<file path="config.mk">
export PLATFORM = sky130hd
export DESIGN_NAME = uart_rx_cfg
export DESIGN_NICKNAME = d
export VERILOG_FILES = /design/src/rtl/uart_pkg.sv /design/src/rtl/uart_baud_cnt.sv /design/src/rtl/uart_rx_cfg.sv
export SDC_FILE = /design/constraint.sdc
export NUM_CORES = 1
export LEC_CHECK = 0
export ABC_AREA = 1
export BUFFER_PORTS_ARGS = -buffer_cell sky130_fd_sc_hd__buf_2
export CAP_MARGIN = 20
export CORE_MARGIN = 2
export CORE_UTILIZATION = 59
export DETAILED_ROUTE_END_ITERATION = 6
export GPL_TIMING_DRIVEN = 0
export PLACE_DENSITY = 0.82
export SLEW_MARGIN = 30
export SYNTH_ARGS = -nofsm -noshare
export SYNTH_HDL_FRONTEND = slang
export SYNTH_SLANG_ARGS = --single-unit
</file>
<file path="constraint.sdc">
create_clock -name clk -period 1.9 [get_ports clk]
set_clock_uncertainty 0.05 [all_clocks]
set_input_delay 0.38 -clock clk [delete_from_list [all_inputs] [get_ports clk]]
set_output_delay 0.38 -clock clk [all_outputs]
set_load 0.02 [all_outputs]
</file>
<file path="src/rtl/uart_pkg.sv">
// Shared types and helpers for the configurable UART receiver/transmitter pair.
package uart_pkg;

  typedef enum logic [2:0] {IDLE, START, DATA, PARITY, STOP} rx_state_t;

  // 19200 baud from a 50 MHz clock
  localparam int unsigned UART_BAUD_DIV_DEFAULT = 2604;

  function automatic logic parity_calc(input logic [8:0] bits, input logic odd);
    return (^bits) ^ odd;
  endfunction

endpackage

</file>
<file path="src/rtl/uart_baud_cnt.sv">
// Free-running bit-period counter with mid-bit and end-of-bit ticks.
module uart_baud_cnt
  import uart_pkg::*;
#(
  parameter int unsigned DIV = UART_BAUD_DIV_DEFAULT
) (
  input  logic                    clk,
  input  logic                    rst_n,
  input  logic                    clr,
  output logic [$clog2(DIV)-1:0]  cnt,
  output logic                    half_tick,
  output logic                    full_tick
);

  localparam int unsigned CW = $clog2(DIV);

  assign half_tick = (cnt == CW'(DIV / 2 - 1));
  assign full_tick = (cnt == CW'(DIV - 1));

  always_ff @(posedge clk or negedge rst_n) begin
    if (!rst_n)
      cnt <= '0;
    else if (clr || full_tick)
      cnt <= '0;
    else
      cnt <= cnt + 1'b1;
  end

endmodule

</file>
<file path="src/rtl/uart_rx_cfg.sv">
// Configurable serial receiver: 5-9 data bits, optional parity, stop check,
// false-start rejection and sticky overrun reporting.
module uart_rx_cfg
  import uart_pkg::*;
#(
  parameter int unsigned BAUD_DIV   = UART_BAUD_DIV_DEFAULT,
  parameter int unsigned DATA_BITS  = 8,
  parameter int unsigned PARITY_EN  = 0,
  parameter int unsigned PARITY_ODD = 0
) (
  input  logic                 clk,
  input  logic                 rst_n,
  input  logic                 RX,
  input  logic                 rx_rdy_clr,
  output logic [DATA_BITS-1:0] rx_data,
  output logic                 rx_rdy,
  output logic                 par_err,
  output logic                 frm_err,
  output logic                 ovr_err
);

  localparam int unsigned CW  = $clog2(BAUD_DIV);
  localparam int unsigned BCW = $clog2(DATA_BITS + 1);

  rx_state_t state, next_state;

  logic                 rx_meta, rx_s, rx_prev;
  logic                 fall;
  logic                 cnt_clr, half_tick, full_tick;
  logic [CW-1:0]        baud_cnt_unused;
  logic                 shift_en, bit_clr, par_cap, commit;
  logic [DATA_BITS-1:0] shreg;
  logic [BCW-1:0]       bit_cnt;
  logic                 par_bit;

  always_ff @(posedge clk or negedge rst_n) begin
    if (!rst_n) begin
      rx_meta <= 1'b1;
      rx_s    <= 1'b1;
      rx_prev <= 1'b1;
    end else begin
      rx_meta <= RX;
      rx_s    <= rx_meta;
      rx_prev <= rx_s;
    end
  end

  assign fall = rx_prev & ~rx_s;

  uart_baud_cnt #(.DIV(BAUD_DIV)) u_baud (
    .clk       (clk),
    .rst_n     (rst_n),
    .clr       (cnt_clr),
    .cnt       (baud_cnt_unused),
    .half_tick (half_tick),
    .full_tick (full_tick)
  );

  always_ff @(posedge clk or negedge rst_n) begin
    if (!rst_n)
      state <= IDLE;
    else
      state <= next_state;
  end

  always_comb begin
    next_state = state;
    cnt_clr    = 1'b0;
    shift_en   = 1'b0;
    bit_clr    = 1'b0;
    par_cap    = 1'b0;
    commit     = 1'b0;
    unique case (state)
      IDLE: begin
        if (fall) begin
          cnt_clr    = 1'b1;
          next_state = START;
        end
      end
      START: begin
        if (half_tick) begin
          if (rx_s) begin
            next_state = IDLE;
          end else begin
            cnt_clr    = 1'b1;
            bit_clr    = 1'b1;
            next_state = DATA;
          end
        end
      end
      DATA: begin
        if (full_tick) begin
          shift_en = 1'b1;
          if (bit_cnt == BCW'(DATA_BITS - 1))
            next_state = (PARITY_EN != 0) ? PARITY : STOP;
        end
      end
      PARITY: begin
        if (full_tick) begin
          par_cap    = 1'b1;
          next_state = STOP;
        end
      end
      STOP: begin
        if (full_tick) begin
          commit     = 1'b1;
          next_state = IDLE;
        end
      end
      default: next_state = IDLE;
    endcase
  end

  always_ff @(posedge clk or negedge rst_n) begin
    if (!rst_n) begin
      shreg   <= '0;
      bit_cnt <= '0;
      par_bit <= 1'b0;
    end else begin
      if (bit_clr)
        bit_cnt <= '0;
      else if (shift_en)
        bit_cnt <= bit_cnt + 1'b1;
      if (shift_en)
        shreg <= {rx_s, shreg[DATA_BITS-1:1]};
      if (par_cap)
        par_bit <= rx_s;
    end
  end

  // The stop sample edge is the commit edge; a coincident ack keeps rx_rdy set
  // but suppresses the overrun flag.
  always_ff @(posedge clk or negedge rst_n) begin
    if (!rst_n) begin
      rx_data <= '0;
      rx_rdy  <= 1'b0;
      par_err <= 1'b0;
      frm_err <= 1'b0;
      ovr_err <= 1'b0;
    end else if (commit) begin
      rx_data <= shreg;
      rx_rdy  <= 1'b1;
      frm_err <= ~rx_s;
      par_err <= (PARITY_EN != 0) && (parity_calc(9'(shreg), 1'(PARITY_ODD)) ^ par_bit);
      ovr_err <= ~rx_rdy_clr & (ovr_err | rx_rdy);
    end else if (rx_rdy_clr) begin
      rx_rdy  <= 1'b0;
      ovr_err <= 1'b0;
    end
  end

endmodule
</file>
==> results.tsv, run 1 <==
metric	value	unit
timing.final.setup_violations	0	
power_frac_clock	28.5	%
leakage	1.14	nW
syn_inst	242	
number_of_setup_buffers_added_after_cts	0	
cts_root_buf	clkbuf_4	
seq_power_share	49.5	%
netSwitchingFraction	31.0	%
cpPeakStageDelay	0.43	ns
die_y	62.6	um
grt_pass1_wl	6.49	mm
synth_async_sr_flop_share	100	%
global_route.overflow_total	0	
vias	1558	
drt-vias-per-instance	5.01	
ys.warnings.count	0	
crit_family	simple AND/OR/NAND/NOR gates	
htree_levels	2	
max-clock-path-buffers	2	
power.switching	0.647	mW
synth-seq-area-share	50.8	%
synth_ff_type	dfrtp_1	
ctsHoldBuffers	0	
cts_tree	yes	
clock_latency	0.35	ns
cp_data_arrival_time	1.87	ns
mostFrequentLayoutCells	nand2_1 (60), dfrtp_1 (38), inv_1 (32), nand3_1 (23), nor2_1 (22)	
nNetsFinal	271	
place_hpwl	2.57	mm
layout-drive-gt1-share	20.0	%
io_pins	16	
power.share.combinational	22.0	%
port_buffers	14	
timing.max_cap.violations	0	
layout_commonest_cell	nand2_1	
synth.lib_cells_used.distinct	28	
critical-path-top-cell-by-count	nand2_2	
powerDensity	926	nW/um^2
p_int	1.44	mW
grt_use_total	21.0	%
crit_fanout	10	
grt_setup_unrepaired	false	
critPathRequiredTime	2.08	ns
start_util	61.2	%
min_period	1.70	ns
path_buf_inv	2	
antenna_found_initial	0	
timing_max_transition_violations_final	0	
clk_pin_slew_worst_paths	0.12	ns
cell_with_the_largest_stage_delay_on_the_worst_path	dfrtp_1	
ant_nets	0	
fmaxAchievable	0.590	GHz
n_antenna_cell	0	
grt_max_degree	42	
route.detailed.wl_per_inst	11.2	um
timing.critical_path.from_type	register	
post_synth.cell_area_avg	8.37	sq um
run_status	complete, no violations	
die-area	3920	sq um
post_cts_sizing	0	
totalWireLength	3.48	mm
syn_area	2030	sq um
synth_enable_flop_cells	0	
syn2layout_area_growth	11.3	%
initialDrtViolationCount	58	
number_of_global_route_vias_before_repair	1500	
critical_path.cell_chain	ha_1 -> nand2_2 -> clkinv_1 -> nand2_2 -> nor2_4 -> nand2_2 -> nand3_1 -> buf_2 -> nor2_1	
path_class	register to register	
min-delay-path-class	primary input to register	
period_share	89.2	%
final.setup.tns	0	ns
yosys_register_bits	41	
drt-pass1-iter-count	4	
postSynthNetCount	249	
design.core.area	3310	sq um
timing.critical_path.to_type	register	
placement_rows	21	
chipWidth	62.6	um
irDropWorstVdd	0.715	mV
cts_buffers	5	
cts_num_sinks	41	
layout.core_utilization	68.1	%
hold_violations	0	
route.detailed.drc	0	
finalHoldWorstSlack	0.0833	ns
globalplace.congestion	0.839	
-- power groups by stage --
stage	sequential [mW]	combinational (mW)	clock, mW
global route	1.05	0.534	0.640
floorplan	1.03	0.377	0
detailed placement	1.05	0.459	0
CTS	1.04	0.461	0.606
global placement	1.05	0.448	0
finish	1.03	0.459	0.595
-- flip-flops by register name (all words and copies together), names as in the netlist --
register / cells
bit_cnt: 4
frm_err: 1
ovr_err: 1
rx_data: 8
rx_meta: 1
rx_prev: 1
rx_rdy: 1
rx_s: 1
shreg: 8
state: 3
u_baud.cnt: 12
-- routing by layer --
layer / GRT usage [%] / vias up / part of all wire (%)
li1: - / 799 / -
met5: 0 / - / 0
met3: 4.32 / 6 / 2.7
met2: 32.8 / 14 / 47
met4: 8.06 / 0 / 1.8
met1: 29.1 / 739 / 48
-- final timing paths --
check / startpoint / endpoint / slack (ns) / depth (start not counted)
min: RX / rx_meta / 0.08 / 1
max: u_baud.cnt[0] / u_baud.cnt[10] / 0.20 / 9
min reg2reg: rx_meta / rx_s / 0.31 / 0
max reg2reg: u_baud.cnt[0] / u_baud.cnt[10] / 0.20 / 9
min in group asynchronous: rst_n / rx_data[5] / 0.48 / 2
max in group asynchronous: rst_n / rx_prev / 0.94 / 2
-- stage by stage --
stage / setup slack (ns) / instances / instance area (sq um) / total power, mW
global placement: 0.258 / 302 / 2150 / 1.49
CTS: 0.197 / 310 / 2240 / 2.10
detailed placement: 0.242 / 302 / 2150 / 1.51
floorplan: 0.439 / 242 / 2030 / 1.41
finish: 0.205 / 311 / 2250 / 2.09
global route: 0.0267 / 311 / 2250 / 2.22
-- cell usage after synthesis, types with 4 or more instances --
cell type / n / area share [%]
nor2_1: 22 / 4.1
nand2_1: 60 / 11
xor2_1: 5 / 2.2
nand3_1: 23 / 5.7
dfrtp_1: 38 / 47
inv_1: 32 / 5.9
o21ai_2: 8 / 3.5
nand4_1: 4 / 1.2
o21ai_1: 10 / 2.5
-- final cells by class --
class	count	area [sq um]
clock inverters	2	37.5
clock buffers	6	51.3
repair buffers	15	82.6
flip-flops and latches	41	1030
well taps	46	57.6
multi-input cells	159	816
plain buffers	6	45.0
fillers	278	1060
inverters	36	135
-- kinds of logic after synthesis --
family                     Yosys count  share of synthesized area [%]
and+or+nand+nor                    126                           28.5
buffers and inverters               42                           8.89
DFF                                 41                           50.8
xor gates and xnor gates             6                           2.59
adders and majority gates            3                           1.85
AOI/OAI and AO/OA                   23                           7.16
other                                1                          0.185
No activity file was read; power rests on OpenSTA's default activity.
==> inputs of run 2 (changes only) <==
==> constraint.sdc (replaced) <==
create_clock -name clk -period 1.7 [get_ports clk]
set_clock_uncertainty 0.05 [all_clocks]
set_input_delay 0.34 -clock clk [delete_from_list [all_inputs] [get_ports clk]]
set_output_delay 0.34 -clock clk [all_outputs]
set_load 0.02 [all_outputs]
==> run 2 against run 1 <==
Total power grew 15%. Critical path depth shrank 1. Clock power grew 12%. Maximum frequency grew 6.5%. Largest cell class unchanged. Core utilization grew 1.3 points. Sequential share of layout area shrank 0.87 points. Worst hold slack lost 0.045 ns. First-iteration DRC count grew 10%.
==> results.tsv, run 2 (synthesis results as in run 1) <==
metric	value	unit	change
run_status	complete, no violations		unchanged
timing_max_transition_violations_final	0		unchanged
multi_input_area	842	sq um	was 816 sq um
top_regs	u_baud.cnt (12), rx_data (8), shreg (8)		unchanged
chipWidth	62.6	um	unchanged
finalHoldWorstSlack	0.0384	ns	was 0.0833 ns
vias	1573		was 1,558
cts_buffers	5		unchanged
initialDrtViolationCount	64		was 58
clk_pin_slew_worst_paths	0.12	ns	about the same
htree_levels	2		unchanged
start_util	61.2	%	unchanged
seq_area	1030	sq um	unchanged
max-clock-path-buffers	2		unchanged
io_pins	16		unchanged
max_flop_register	u_baud.cnt		unchanged
path_class	register to register		unchanged
crit_fanout	10		unchanged
crit_path_end	u_baud.cnt[10]		unchanged
timing.final.setup_violations	0		unchanged
largest_reg_flops	12		unchanged
rr_worst_depth	8		was 9
period_share	93.7	%	was 89.2%
placement_rows	21		unchanged
cts_tree	yes		unchanged
timing.critical_path.to_type	register		unchanged
design.core.area	3310	sq um	unchanged
timing.max_cap.violations	0		unchanged
timing.critical_path.from_type	register		unchanged
irDropWorstVdd	0.802	mV	was 0.715 mV
grt_pass1_wl	6.49	mm	unchanged
syn2layout_area_growth	13.5	%	was 11.3%
globalplace.congestion	0.839		unchanged
number_of_global_route_vias_before_repair	1500		unchanged
route.detailed.drc	0		unchanged
p_total	2.39	mW	was 2.09 mW
num-fill-cells	269		was 278
layout-drive-gt1-share	22.1	%	was 20.0%
grt_setup_unrepaired	false		unchanged
layout_commonest_cell	nand2_1		unchanged
port_buffers	14		unchanged
cts_root_buf	clkbuf_4		unchanged
n_antenna_cell	0		unchanged
min-delay-path-class	primary input to register		unchanged
route.detailed.wl_per_inst	11.4	um	was 11.2 um
crit-reg2reg-launch	u_baud.cnt[0]		unchanged
worstSetupStartpoint	u_baud.cnt[0]		unchanged
antenna_found_initial	0		unchanged
powerDensity	1040	nW/um^2	was 926 nW/um^2
cp_data_arrival_time	1.78	ns	was 1.87 ns
leakage	1.15	nW	was 1.14 nW
regToRegSetupSlack	0.11	ns	was 0.20 ns
clock_latency	0.35	ns	about the same
global_route.overflow_total	0		unchanged
final.setup.tns	0	ns	unchanged
critPathRequiredTime	1.89	ns	was 2.08 ns
min_period	1.59	ns	was 1.70 ns
grt_use_total	21.0	%	unchanged
mostFrequentLayoutCells	nand2_1 (60), dfrtp_1 (38), inv_1 (32), nand3_1 (23), nor2_1 (22)		unchanged
nNetsFinal	273		was 271
hold_violations	0		unchanged
cts_num_sinks	41		unchanged
totalWireLength	3.57	mm	was 3.48 mm
fmaxAchievable	0.628	GHz	was 0.590 GHz
rr_endpoint	u_baud.cnt[10]		unchanged
drt-vias-per-instance	5.03		was 5.01
ant_nets	0		unchanged
die-area	3920	sq um	unchanged
grt_max_degree	42		unchanged
place_hpwl	2.57	mm	unchanged
drt-pass1-iter-count	4		unchanged
die_y	62.6	um	unchanged
-- run 2: stage by stage --
stage | setup WS (ns) | area [sq um] | cells | util (%)
finish | 0.108 | 2300 | 313 | 69.4
global route | 0.0186 | 2300 | 313 | 69.4
CTS | 0.0398 | 2240 | 310 | 67.8
detailed placement | 0.0421 | 2150 | 302 | 65.0
global placement | 0.0581 | 2150 | 302 | 65.0
floorplan | 0.239 | 2030 | 242 | -
-- run 2: metal layers --
| layer | global-route usage [%] | wire length [um] | vias up |
|---|---|---|---|
| li1 | - | - | 805 |
| met1 | 29.1 | 1750 | 745 |
| met2 | 32.8 | 1660 | 17 |
| met3 | 4.32 | 84 | 6 |
| met4 | 8.06 | 64 | 0 |
| met5 | 0 | 0 | - |
-- run 2: power breakdown --
part | switching, mW | leakage (nW) | internal, mW
sequential | 0.0996 | 0.553 | 1.07
combinational | 0.333 | 0.554 | 0.229
clock | 0.315 | 0.0445 | 0.350
-- run 2: how the worst min path moves through the flow --
| stage | start | endpoint | depth (start not counted) |
|---|---|---|---|
| 3_5_place_dp | rx_meta | rx_s | 0 |
| 3_3_place_gp | rx_meta | rx_s | 0 |
| 5_1_grt | RX | rx_meta | 1 |
| 6_report | RX | rx_meta | 1 |
| 4_1_cts | RX | rx_meta | 1 |
| 2_1_floorplan | rst_n | bit_cnt[0] | 0 |
-- run 2: critical path, cell delays in order (launching register included) --
cell,delay (ns)
dfrtp_1,0.44
buf_4,0.15
ha_1,0.16
nand2_1,0.06
nor2_1,0.12
nand4_1,0.10
nand3_1,0.15
buf_4,0.20
nor2_1,0.05
-- run 2: cell type report --
cell class	count	area share, %
timing repair buffer	17	4.25
sequential	41	44.8
tap	46	2.50
buffer	6	2.07
inverter	36	5.88
clock inverter	2	1.63
clock buffer	6	2.23
multi-input combinational	159	36.6
-- run 2: timing repair --
item	in CTS	in global routing
buffers inserted	0	2
hold buffers	0	1
pin swaps	0	1
hold endpoints to repair	0	38
endpoints found under the setup margin	1	32
gates resized for setup	1	5
==> inputs of run 3 (changes only) <==
--- a/config.mk
+++ b/config.mk
@@ -8,6 +8,7 @@
 export ABC_AREA = 1
 export BUFFER_PORTS_ARGS = -buffer_cell sky130_fd_sc_hd__buf_2
 export CAP_MARGIN = 20
+export CORE_ASPECT_RATIO = 1.1
 export CORE_MARGIN = 2
 export CORE_UTILIZATION = 59
 export DETAILED_ROUTE_END_ITERATION = 6
==> run 3 against run 2 <==
Cell area decreased by 0.82%. First-iteration DRC count increased by 4.7%. Maximum frequency decreased by 0.15%. Flip-flop and latch count unchanged. Sequential share of layout area increased by 0.42 points. Clock-buffer cell count unchanged. Sequential power about the same. Core utilization decreased by 0.41 points. Non-clock buffer count increased by 1. Combinational power increased by 3%. Critical path depth increased by 3. Register-to-register slack about the same.
==> results.tsv, run 3 (synthesis results as in run 1) <==
metric	value	unit	change
timing.max_cap.violations	0		unchanged
run_status	complete, no violations		unchanged
netSwitchingFraction	35.3	%	was 31.3%
p_int	1.46	mW	was 1.64 mW
period_share	93.8	%	was 93.7%
preCtsSetupSlack	0.0471	ns	was 0.0421 ns
route.detailed.drc	0		unchanged
drt-vias-per-instance	5.19		was 5.03
final.setup.tns	0	ns	unchanged
power.share.combinational	25.8	%	was 23.5%
placement_rows	22		was 21
seq_power_share	52.0	%	was 48.7%
syn2layout_area_growth	12.5	%	was 13.5%
global_route_met2_utilization	34.8	%	was 32.8%
largest_reg_flops	12		unchanged
path_buf_inv	3		was 2
mostFrequentLayoutCells	nand2_1 (60), dfrtp_1 (37), inv_1 (32), nand3_1 (23), nor2_1 (22)		was nand2_1 (60), dfrtp_1 (38), inv_1 (32), nand3_1 (23), nor2_1 (22)
place_hpwl	2.56	mm	was 2.57 mm
die-area	3920	sq um	about the same
timing.critical_path.from_type	register		unchanged
timing_max_transition_violations_final	0		unchanged
power.switching	0.795	mW	was 0.748 mW
cts_num_sinks	41		unchanged
io_pins	16		unchanged
drt-pass1-iter-count	4		unchanged
layout-drive-gt1-share	21.3	%	was 22.1%
path_class	register to register		unchanged
cts_root_buf	clkbuf_4		unchanged
hold_violations	0		unchanged
global_route.peak_usage_layer	met2		unchanged
finalHoldWorstSlack	0.171	ns	was 0.0384 ns
leakage	1.14	nW	was 1.15 nW
ant_nets	0		unchanged
cpPeakStageDelay	0.46	ns	was 0.44 ns
start_util	61.3	%	was 61.2%
nNetsFinal	274		was 273
finish.instance_area	2280	sq um	was 2300 sq um
die_y	65.5	um	was 62.6 um
min-delay-path-class	primary input to register		unchanged
vias	1577		was 1,573
htree_levels	2		unchanged
grt_pass1_wl	6.42	mm	was 6.49 mm
initialDrtViolationCount	67		was 64
totalWireLength	3.87	mm	was 3.57 mm
n_antenna_cell	0		unchanged
layout_setup_ws	0.105	ns	was 0.108 ns
cts_tree	yes		unchanged
fmaxAchievable	0.627	GHz	was 0.628 GHz
globalplace.congestion	0.839		about the same
timing.critical_path.to_type	register		unchanged
clk_pin_slew_worst_paths	0.13	ns	was 0.12 ns
crit_fanout	10		unchanged
grt_use_total	22.1	%	was 21.0%
gr-usage-met3	6.10	%	was 4.32%
clock_latency	0.36	ns	was 0.35 ns
global_route.overflow_total	0		unchanged
antenna_found_initial	0		unchanged
power_frac_clock	22.2	%	was 27.8%
critical_path.cell_chain	ha_4 -> nand2_2 -> clkinv_1 -> nand2_2 -> nor2_4 -> nand2_4 -> inv_4 -> nand2_8 -> buf_12 -> nand2_1 -> nand2_1		was buf_4 -> ha_1 -> nand2_1 -> nor2_1 -> nand4_1 -> nand3_1 -> buf_4 -> nor2_1
max-clock-path-buffers	2		unchanged
min_period	1.59	ns	about the same
dp_cells	292		was 302
irDropWorstVdd	0.781	mV	was 0.802 mV
max_flop_register	u_baud.cnt		unchanged
cts_buffers	5		unchanged
powerDensity	989	nW/um^2	was 1040 nW/um^2
top_regs	u_baud.cnt (12), rx_data (8), shreg (8)		unchanged
port_buffers	14		unchanged
route.detailed.wl_per_inst	12.7	um	was 11.4 um
layout_commonest_cell	nand2_1		unchanged
use_met1	28.5	%	was 29.1%
timing.final.setup_violations	0		unchanged
critPathRequiredTime	1.91	ns	was 1.89 ns
cell_with_the_largest_stage_delay_on_the_worst_path	dfrtp_1		unchanged
placed_area	2140	sq um	was 2150 sq um
design.core.area	3300	sq um	was 3310 sq um
crit_family	simple AND/OR/NAND/NOR gates		unchanged
number_of_global_route_vias_before_repair	1490		was 1,500
cp_data_arrival_time	1.81	ns	was 1.78 ns
final-instance-count-excl-fill	304		was 313
grt_max_degree	42		unchanged
chipWidth	59.9	um	was 62.6 um
==> run 3: cell count changes in the layout (fill, tap and decap cells not counted), sizes merged <==
cell         before  now
dlygate4sd3       1    2
clkinvlp          1    2
bufinv            1    0
==> run 3: through the flow <==
stage	total power [mW]	utilization, %
2_1_floorplan	1.57	-
3_5_place_dp	1.69	64.8
3_3_place_gp	1.67	64.8
5_1_grt	2.41	69.0
6_report	2.26	69.0
4_1_cts	2.18	66.5
==> run 3: worst paths after layout <==
path / end / depth (start not counted) / from / slack [ns]
max: rx_data[0] / 11 / u_baud.cnt[1] / 0.11
min: ovr_err / 4 / rx_rdy_clr / 0.17
max reg2reg: rx_data[0] / 11 / u_baud.cnt[1] / 0.11
min reg2reg: rx_s / 0 / rx_meta / 0.32
max in group asynchronous: rx_s / 2 / rst_n / 0.82
min in group asynchronous: u_baud.cnt[5] / 2 / rst_n / 0.41
==> run 3: timing repair <==
item / CTS / global route
resized for setup: 0 / 11
hold buffers: 0 / 2
endpoints found under the hold margin: 0 / 39
setup buffers: 0 / 2
setup endpoints to repair: 0 / 32
==> run 3: layer usage <==
metal / vias up / wire length, um
met4: 0 / 65
met5: - / 0
met1: 737 / 1760
li1: 804 / -
met3: 7 / 130
met2: 29 / 1910
==> run 3: power groups by stage <==
stage          Clock (mW)  Combinational [mW]  Sequential, mW
3_3_place_gp            0               0.504            1.16
5_1_grt             0.551               0.670            1.19
6_report            0.502               0.581            1.17
4_1_cts             0.500               0.523            1.15
3_5_place_dp            0               0.517            1.17
2_1_floorplan           0               0.421            1.15
==> run 3: area by class of cell <==
cell class                 count  area, sq um
sequential                    41         1030
inverter                      36          138
tap                           36         45.0
timing repair buffer          18          108
fill                         256         1020
buffer                         6         56.3
multi-input combinational    159          846
clock inverter                 2         15.0
clock buffer                   6         41.3
==> run 3: worst min-delay path, stage by stage <==
cell	delay [ns]
buf_2	0.07
inv_1	0.04
nand2_1	0.05
o21ai_1	0.05
